File: src/rtl/rpn_sequencer_if.sv
// Token, stack-command and result signals of the RPN sequencer grouped into one bundle.
// slave is the sequencer's view; master is the view of the logic surrounding it.
interface rpn_sequencer_if #(
    parameter int WIDTH = 32
);
    logic             tok_valid;
    logic             tok_ready;
    logic [1:0]       tok_type;
    logic [WIDTH-1:0] tok_data;

    logic [2:0]       stk_opcode;
    logic [WIDTH-1:0] stk_data;
    logic [WIDTH-1:0] stk_rdata;
    logic             stk_overflow;
    logic             stk_full;

    logic             res_valid;
    logic             res_ready;
    logic [WIDTH-1:0] res_data;
    logic             res_error;
    logic [1:0]       err_code;

    modport slave (
        input  tok_valid, tok_type, tok_data,
        input  stk_rdata, stk_overflow, stk_full,
        input  res_ready,
        output tok_ready,
        output stk_opcode, stk_data,
        output res_valid, res_data, res_error, err_code
    );

    modport master (
        output tok_valid, tok_type, tok_data,
        output stk_rdata, stk_overflow, stk_full,
        output res_ready,
        input  tok_ready,
        input  stk_opcode, stk_data,
        input  res_valid, res_data, res_error, err_code
    );
endinterface

File: src/rtl/rpn_sequencer.sv
// RPN token sequencer: turns operand/ADD/MUL/END tokens into operand-stack opcodes and reports one result per expression.
// Define RPN_SEQ_WRAP_EN to ignore stk_overflow and push the truncated WIDTH-bit result.
module rpn_sequencer #(
    parameter int WIDTH = 32,
    parameter int DEPTH = 256
) (
    input logic           clk,
    input logic           rst,
    rpn_sequencer_if.slave bus
);

    localparam int CNT_W = $clog2(DEPTH) + 1;
    localparam logic [CNT_W-1:0] CNT_ZERO = '0;
    localparam logic [CNT_W-1:0] CNT_ONE  = CNT_W'(1);
    localparam logic [CNT_W-1:0] CNT_TWO  = CNT_W'(2);
    localparam logic [CNT_W-1:0] CNT_FULL = CNT_W'(DEPTH);

    localparam logic [1:0] TOK_OPND = 2'b00;
    localparam logic [1:0] TOK_MUL  = 2'b10;
    localparam logic [1:0] TOK_END  = 2'b11;

    localparam logic [2:0] OP_IDLE = 3'b000;
    localparam logic [2:0] OP_ADD  = 3'b100;
    localparam logic [2:0] OP_MUL  = 3'b101;
    localparam logic [2:0] OP_PUSH = 3'b110;
    localparam logic [2:0] OP_POP  = 3'b111;

    localparam logic [1:0] ERR_NONE  = 2'b00;
    localparam logic [1:0] ERR_OVF   = 2'b01;
    localparam logic [1:0] ERR_UNDER = 2'b10;
    localparam logic [1:0] ERR_FULL  = 2'b11;

    typedef enum logic [3:0] {
        IDLE, PUSH, EVAL, POP1, POP2, PUSHR, FINAL, ERR, DRAIN, RESULT
    } state_t;

    state_t           state, state_nxt;
    logic [CNT_W-1:0] cnt;
    logic [WIDTH-1:0] operand_r, alu_r, result_r;
    logic             is_mul_r;
    logic [1:0]       err_r;
    logic             err_load;
    logic [1:0]       err_val;
    logic             tok_accept;
    logic             eval_ovf;

    logic             tok_ready_c, res_valid_c, res_error_c;
    logic [2:0]       opcode_c;
    logic [WIDTH-1:0] stk_data_c, res_data_c;
    logic [1:0]       err_code_c;

    assign tok_accept = bus.tok_valid && tok_ready_c;

`ifdef RPN_SEQ_WRAP_EN
    logic unused_ovf;
    assign unused_ovf = bus.stk_overflow;
    assign eval_ovf   = 1'b0;
`else
    assign eval_ovf   = bus.stk_overflow;
`endif

    always_ff @(posedge clk) begin
        if (rst) state <= IDLE;
        else     state <= state_nxt;
    end

    // Errors are only latched on the first failing event; once in ERR no further error can be loaded.
    always_comb begin
        state_nxt = state;
        err_load  = 1'b0;
        err_val   = ERR_NONE;
        unique case (state)
            IDLE: begin
                if (tok_accept) begin
                    if (bus.tok_type == TOK_OPND) begin
                        if (cnt == CNT_FULL || bus.stk_full) begin
                            state_nxt = ERR;
                            err_load  = 1'b1;
                            err_val   = ERR_FULL;
                        end else begin
                            state_nxt = PUSH;
                        end
                    end else if (bus.tok_type == TOK_END) begin
                        if (cnt == CNT_ONE) begin
                            state_nxt = FINAL;
                        end else begin
                            state_nxt = DRAIN;
                            err_load  = 1'b1;
                            err_val   = ERR_UNDER;
                        end
                    end else if (cnt < CNT_TWO) begin
                        state_nxt = ERR;
                        err_load  = 1'b1;
                        err_val   = ERR_UNDER;
                    end else begin
                        state_nxt = EVAL;
                    end
                end
            end
            PUSH:  state_nxt = IDLE;
            EVAL: begin
                if (eval_ovf) begin
                    state_nxt = ERR;
                    err_load  = 1'b1;
                    err_val   = ERR_OVF;
                end else begin
                    state_nxt = POP1;
                end
            end
            POP1:  state_nxt = POP2;
            POP2:  state_nxt = PUSHR;
            PUSHR: state_nxt = IDLE;
            FINAL: state_nxt = RESULT;
            ERR: begin
                if (tok_accept && bus.tok_type == TOK_END) state_nxt = DRAIN;
            end
            // The last pop happens in the cycle where cnt is 1, so leave DRAIN then (or at once when empty).
            DRAIN: begin
                if (cnt <= CNT_ONE) state_nxt = RESULT;
            end
            RESULT: begin
                if (bus.res_ready) state_nxt = IDLE;
            end
            default: state_nxt = IDLE;
        endcase
    end

    always_comb begin
        tok_ready_c = 1'b0;
        opcode_c    = OP_IDLE;
        stk_data_c  = '0;
        res_valid_c = 1'b0;
        res_error_c = 1'b0;
        res_data_c  = '0;
        err_code_c  = ERR_NONE;
        if (!rst) begin
            unique case (state)
                IDLE:  tok_ready_c = 1'b1;
                PUSH: begin
                    opcode_c   = OP_PUSH;
                    stk_data_c = operand_r;
                end
                EVAL:  opcode_c = is_mul_r ? OP_MUL : OP_ADD;
                POP1, POP2, FINAL: opcode_c = OP_POP;
                PUSHR: begin
                    opcode_c   = OP_PUSH;
                    stk_data_c = alu_r;
                end
                ERR:   tok_ready_c = 1'b1;
                DRAIN: begin
                    if (cnt != CNT_ZERO) opcode_c = OP_POP;
                end
                RESULT: begin
                    res_valid_c = 1'b1;
                    res_error_c = (err_r != ERR_NONE);
                    err_code_c  = err_r;
                    res_data_c  = (err_r == ERR_NONE) ? result_r : '0;
                end
                default: ;
            endcase
        end
    end

    assign bus.tok_ready  = tok_ready_c;
    assign bus.stk_opcode = opcode_c;
    assign bus.stk_data   = stk_data_c;
    assign bus.res_valid  = res_valid_c;
    assign bus.res_error  = res_error_c;
    assign bus.res_data   = res_data_c;
    assign bus.err_code   = err_code_c;

    // cnt tracks the issued opcodes so it mirrors the stack occupancy exactly.
    always_ff @(posedge clk) begin
        if (rst) begin
            cnt       <= '0;
            operand_r <= '0;
            alu_r     <= '0;
            result_r  <= '0;
            is_mul_r  <= 1'b0;
            err_r     <= ERR_NONE;
        end else begin
            if (opcode_c == OP_PUSH)     cnt <= cnt + CNT_ONE;
            else if (opcode_c == OP_POP) cnt <= cnt - CNT_ONE;
            if (state == IDLE && tok_accept) begin
                operand_r <= bus.tok_data;
                is_mul_r  <= (bus.tok_type == TOK_MUL);
            end
            if (state == EVAL)  alu_r    <= bus.stk_rdata;
            if (state == FINAL) result_r <= bus.stk_rdata;
            if (err_load)       err_r    <= err_val;
            if (state == RESULT && bus.res_ready) begin
                err_r <= ERR_NONE;
                cnt   <= '0;
            end
        end
    end

endmodule

File: src/flat_wrapper.sv
// flat-port wrapper written by rule: the top's interface ports become plain ports
module rpn_sequencer_flat 
#(
    parameter int WIDTH = 32,
    parameter int DEPTH = 256
)
  (clk, rst, bus_tok_valid, bus_tok_type, bus_tok_data, bus_stk_rdata, bus_stk_overflow, bus_stk_full, bus_res_ready, bus_tok_ready, bus_stk_opcode, bus_stk_data, bus_res_valid, bus_res_data, bus_res_error, bus_err_code);
  rpn_sequencer_if #(.WIDTH(WIDTH)) bus_i ();
  input logic clk;
  input logic rst;
  input wire logic [$bits(bus_i.tok_valid)-1:0] bus_tok_valid;
  input wire logic [$bits(bus_i.tok_type)-1:0] bus_tok_type;
  input wire logic [$bits(bus_i.tok_data)-1:0] bus_tok_data;
  input wire logic [$bits(bus_i.stk_rdata)-1:0] bus_stk_rdata;
  input wire logic [$bits(bus_i.stk_overflow)-1:0] bus_stk_overflow;
  input wire logic [$bits(bus_i.stk_full)-1:0] bus_stk_full;
  input wire logic [$bits(bus_i.res_ready)-1:0] bus_res_ready;
  output wire logic [$bits(bus_i.tok_ready)-1:0] bus_tok_ready;
  output wire logic [$bits(bus_i.stk_opcode)-1:0] bus_stk_opcode;
  output wire logic [$bits(bus_i.stk_data)-1:0] bus_stk_data;
  output wire logic [$bits(bus_i.res_valid)-1:0] bus_res_valid;
  output wire logic [$bits(bus_i.res_data)-1:0] bus_res_data;
  output wire logic [$bits(bus_i.res_error)-1:0] bus_res_error;
  output wire logic [$bits(bus_i.err_code)-1:0] bus_err_code;
  assign bus_i.tok_valid = bus_tok_valid;
  assign bus_i.tok_type = bus_tok_type;
  assign bus_i.tok_data = bus_tok_data;
  assign bus_i.stk_rdata = bus_stk_rdata;
  assign bus_i.stk_overflow = bus_stk_overflow;
  assign bus_i.stk_full = bus_stk_full;
  assign bus_i.res_ready = bus_res_ready;
  assign bus_tok_ready = bus_i.tok_ready;
  assign bus_stk_opcode = bus_i.stk_opcode;
  assign bus_stk_data = bus_i.stk_data;
  assign bus_res_valid = bus_i.res_valid;
  assign bus_res_data = bus_i.res_data;
  assign bus_res_error = bus_i.res_error;
  assign bus_err_code = bus_i.err_code;
  rpn_sequencer #(.WIDTH(WIDTH), .DEPTH(DEPTH)) u_core (.clk(clk), .rst(rst), .bus(bus_i));
endmodule
File: config.mk
export PLATFORM = sky130hd
export DESIGN_NAME = rpn_sequencer_flat
export DESIGN_NICKNAME = d
export VERILOG_FILES = /design/src/rtl/rpn_sequencer_if.sv /design/src/rtl/rpn_sequencer.sv /design/src/flat_wrapper.sv
export SDC_FILE = /design/constraint.sdc
export NUM_CORES = 1
export LEC_CHECK = 0
export ABC_CLOCK_PERIOD_IN_PS = 3400
export BUFFER_PORTS_ARGS = -buffer_cell sky130_fd_sc_hd__buf_2
export CORE_MARGIN = 1.5
export CORE_UTILIZATION = 55
export CTS_BUF_LIST = sky130_fd_sc_hd__clkbuf_4
export CTS_CLUSTER_DIAMETER = 40
export DETAILED_ROUTE_END_ITERATION = 8
export PLACE_DENSITY = 0.81
export SETUP_SLACK_MARGIN = 0.02
export SYNTH_ARGS = -nofsm -noshare
export SYNTH_HDL_FRONTEND = slang
export SYNTH_SLANG_ARGS = --single-unit
File: constraint.sdc
create_clock -name clk -period 3.4 [get_ports clk]
set_input_delay 0.34 -clock clk [delete_from_list [all_inputs] [get_ports clk]]
set_output_delay 0.34 -clock clk [all_outputs]
set_load 0.05 [all_outputs]
==> impl_metrics.yaml <==
status:
  status: "finished clean"
place:
  finalWeightedCongestion: 0.9027
  dp_hpwl_um: 9963
  dp_cells: 939
  port_buffers: 143
detailed_routing:
  via_per_inst: 5.524
  vias: 5275
  first_pass_iters: 5
  drcViolationCount: 0
  wl_per_cell_um: 14.90
  totalWireLength_um: 14230
  ant_nets: 0
  drt_iter0_markers: 270
logic_synthesis:
  synthFlopType: "dfxtp_1"
  yosysUniqueCellTypes: 63
  yosysSeqAreaShare: 0.4216
  synth-edff-count: 0
  ys_warn_count: 0
  yosysMostFrequentCell: "nand2_1"
  synth_area_leaders: "dfxtp_1, nand2_1, a21oi_1, a22oi_1, and2_1"
  netlist_area_um2: 5318
  yosys.area.top_type: "dfxtp_1"
  synth_nets: 791
  avgSynthCellArea_um2: 7.437
  syn_inst: 715
  async_flop_share: 0
  synth_top_area_frac: 0.4216
  ys_ff_latch: 112
  synthTopCellsByCount: "nand2_1, dfxtp_1, a21oi_1"
timing:
  rsz0062_at_grt: "false"
  hold_viol: 0
  finalMaxSlewViolations: 0
  tightestPinTransition_ns: 0.8192
  tns_ns: 0
  finalSetupViolCount: 0
  min_period_ns: 3.123
  fin_crit_sh: 0.9187
  finClkSkew_ns: 0.01519
  fin_hold_ws_ns: 0.08997
  max_freq_mhz: 320.2
  slew_headroom: 0.4539
clocking:
  cts_made_buffers: 9
  cts_root_buf: "clkbuf_4"
  cts_setup_buffers: 0
  clockBufferDepth: 2
  cts_tree: "built"
  ctsResizeCount: 0
  numClockSinks: 112
  hold_buffers: 0
  clock_latency_ns: 0.46
  path_clk_slew_ns: 0.19
  htree_num_levels: 3
setup_path:
  cp-end-kind: "primary output"
  critPathArrivalTime_ns: 2.78
  cp_slowest_cell: "dfxtp_1"
  cp-start-kind: "register"
  critPathMaxStageDelay_ns: 0.80
  reg2reg_from: "u_core.state[3]"
  path_class: "reg2out"
  critPathMaxFanout: 32
  cp_data_required_time_ns: 3.06
  crit_path_start: "u_core.state[0]"
  crit_chain: "nand2b_1, nor3_2, buf_4, a22oi_1, nor2_1, buf_2"
pwr:
  p_leak_uw: 0.002513
  ir_drop_mv: 0.3031
  finalPower_uw: 4052
  p_per_area_nw_per_um2: 650.8
worst_hold_path:
  hold_class: "in2reg"
  min_from: "bus_stk_rdata[30]"
die:
  chipWidth_um: 101.3
  core-area_um2: 9328
  start_util: 0.5701
  rows: 35
  die_h_um: 101.3
  die_area_um2: 10270
  ios: 144
global_route:
  antenna_found_initial: 0
  grt_util_all_layers: 0.2752
  overflow: 0
  grt_pass1_vias: 4812
  grt_pass1_wl_um: 22560
  grt_max_degree: 63
job:
  cap_viol_max_count: 0
finish:
  layout-drive-gt1-share: 0.2288
  syn_to_final_growth_pct: 17.08
  finalNetCount: 897
  fill_cells: 836
  layout.cells.non_filler: 955
  fin_util: 0.6675
  diodes: 0
per-layer routing:
metal / wire (um) / GRT usage / vias up
met1: 6085 / 0.3599 / 2433
met4: 284 / 0.08333 / 0
li1: - / - / 2622
met5: 0 / 0 / -
met2: 6877 / 0.4574 / 192
met3: 979 / 0.05935 / 28
cells by family after synthesis:
kind of cell             count (synthesis)  synth area share
AO/OA/AOI/OAI                          184            0.2169
XOR/XNOR                                 3          0.004942
adder cells (fa/ha/maj)                  5           0.01129
buffers and inverters                   69           0.05341
flip-flops                             112            0.4216
multiplexers                             4          0.008000
AND/OR/NAND/NOR                        338            0.2838
through the flow:
step	setup slack, ns	area (um^2)
final	0.2765	6226
after global routing	0.05732	6226
after CTS	0.3264	6226
after detailed placement	0.8450	6062
after global placement	0.8822	6062
after floorplan	0.7363	5318
state kept, by name, summed over array words and instances, names as in the netlist:
register and count:
u_core.operand_r 32, u_core.result_r 32, u_core.is_mul_r 1, u_core.alu_r 32, u_core.cnt 9, u_core.state 4
u_core.err_r 2
worst max-delay path: cells and delay by family, from the launching register on:
family	cells	cell delay [ns]
flops	1	0.80
buf+inv	2	0.67
compound gates	1	0.14
simple gates	3	0.71
power by group:
part | total, uW | switching (uW) | internal (uW)
clock | 726 | 479 | 247
sequential | 1780 | 254 | 1530
combinational | 1540 | 972 | 572
layout make-up:
type | instances | area, um^2 | area share
Multi-Input combinational cell | 534 | 2813 | 0.4518
Clock buffer | 9 | 67.56 | 0.01085
Sequential cell | 112 | 2242 | 0.3601
Timing Repair Buffer | 156 | 815.8 | 0.1310
Inverter | 8 | 30.03 | 0.004823
Tap cell | 129 | 161.4 | 0.02592
Clock inverter | 7 | 96.34 | 0.01547
path summary, 6_finish.rpt:
path,endpoint,slack [ns],cells past startpoint
worst max-delay path,bus_stk_data[31],0.28,6
worst min register to register,u_core.result_r[7],0.46,2
worst min-delay path,u_core.result_r[30],0.09,3
worst max register to register,u_core.operand_r[14],0.85,5
layout by cell type, fill, tap and decap left out, drive strengths merged, types with 3 or more instances in the layout:
master / count
a21oi: 110
a22oi: 32
a31oi: 3
and2: 35
buf: 156
clkbuf: 9
dfxtp: 112
ha: 4
inv: 11
nand2: 204
nand2b: 5
nand3: 7
nand4: 3
nor2: 49
nor3: 12
nor4: 3
o211ai: 5
o21a: 3
o21ai: 6
o31ai: 3
or2: 3
or3: 5
No activity file was read; power rests on OpenSTA's default activity.
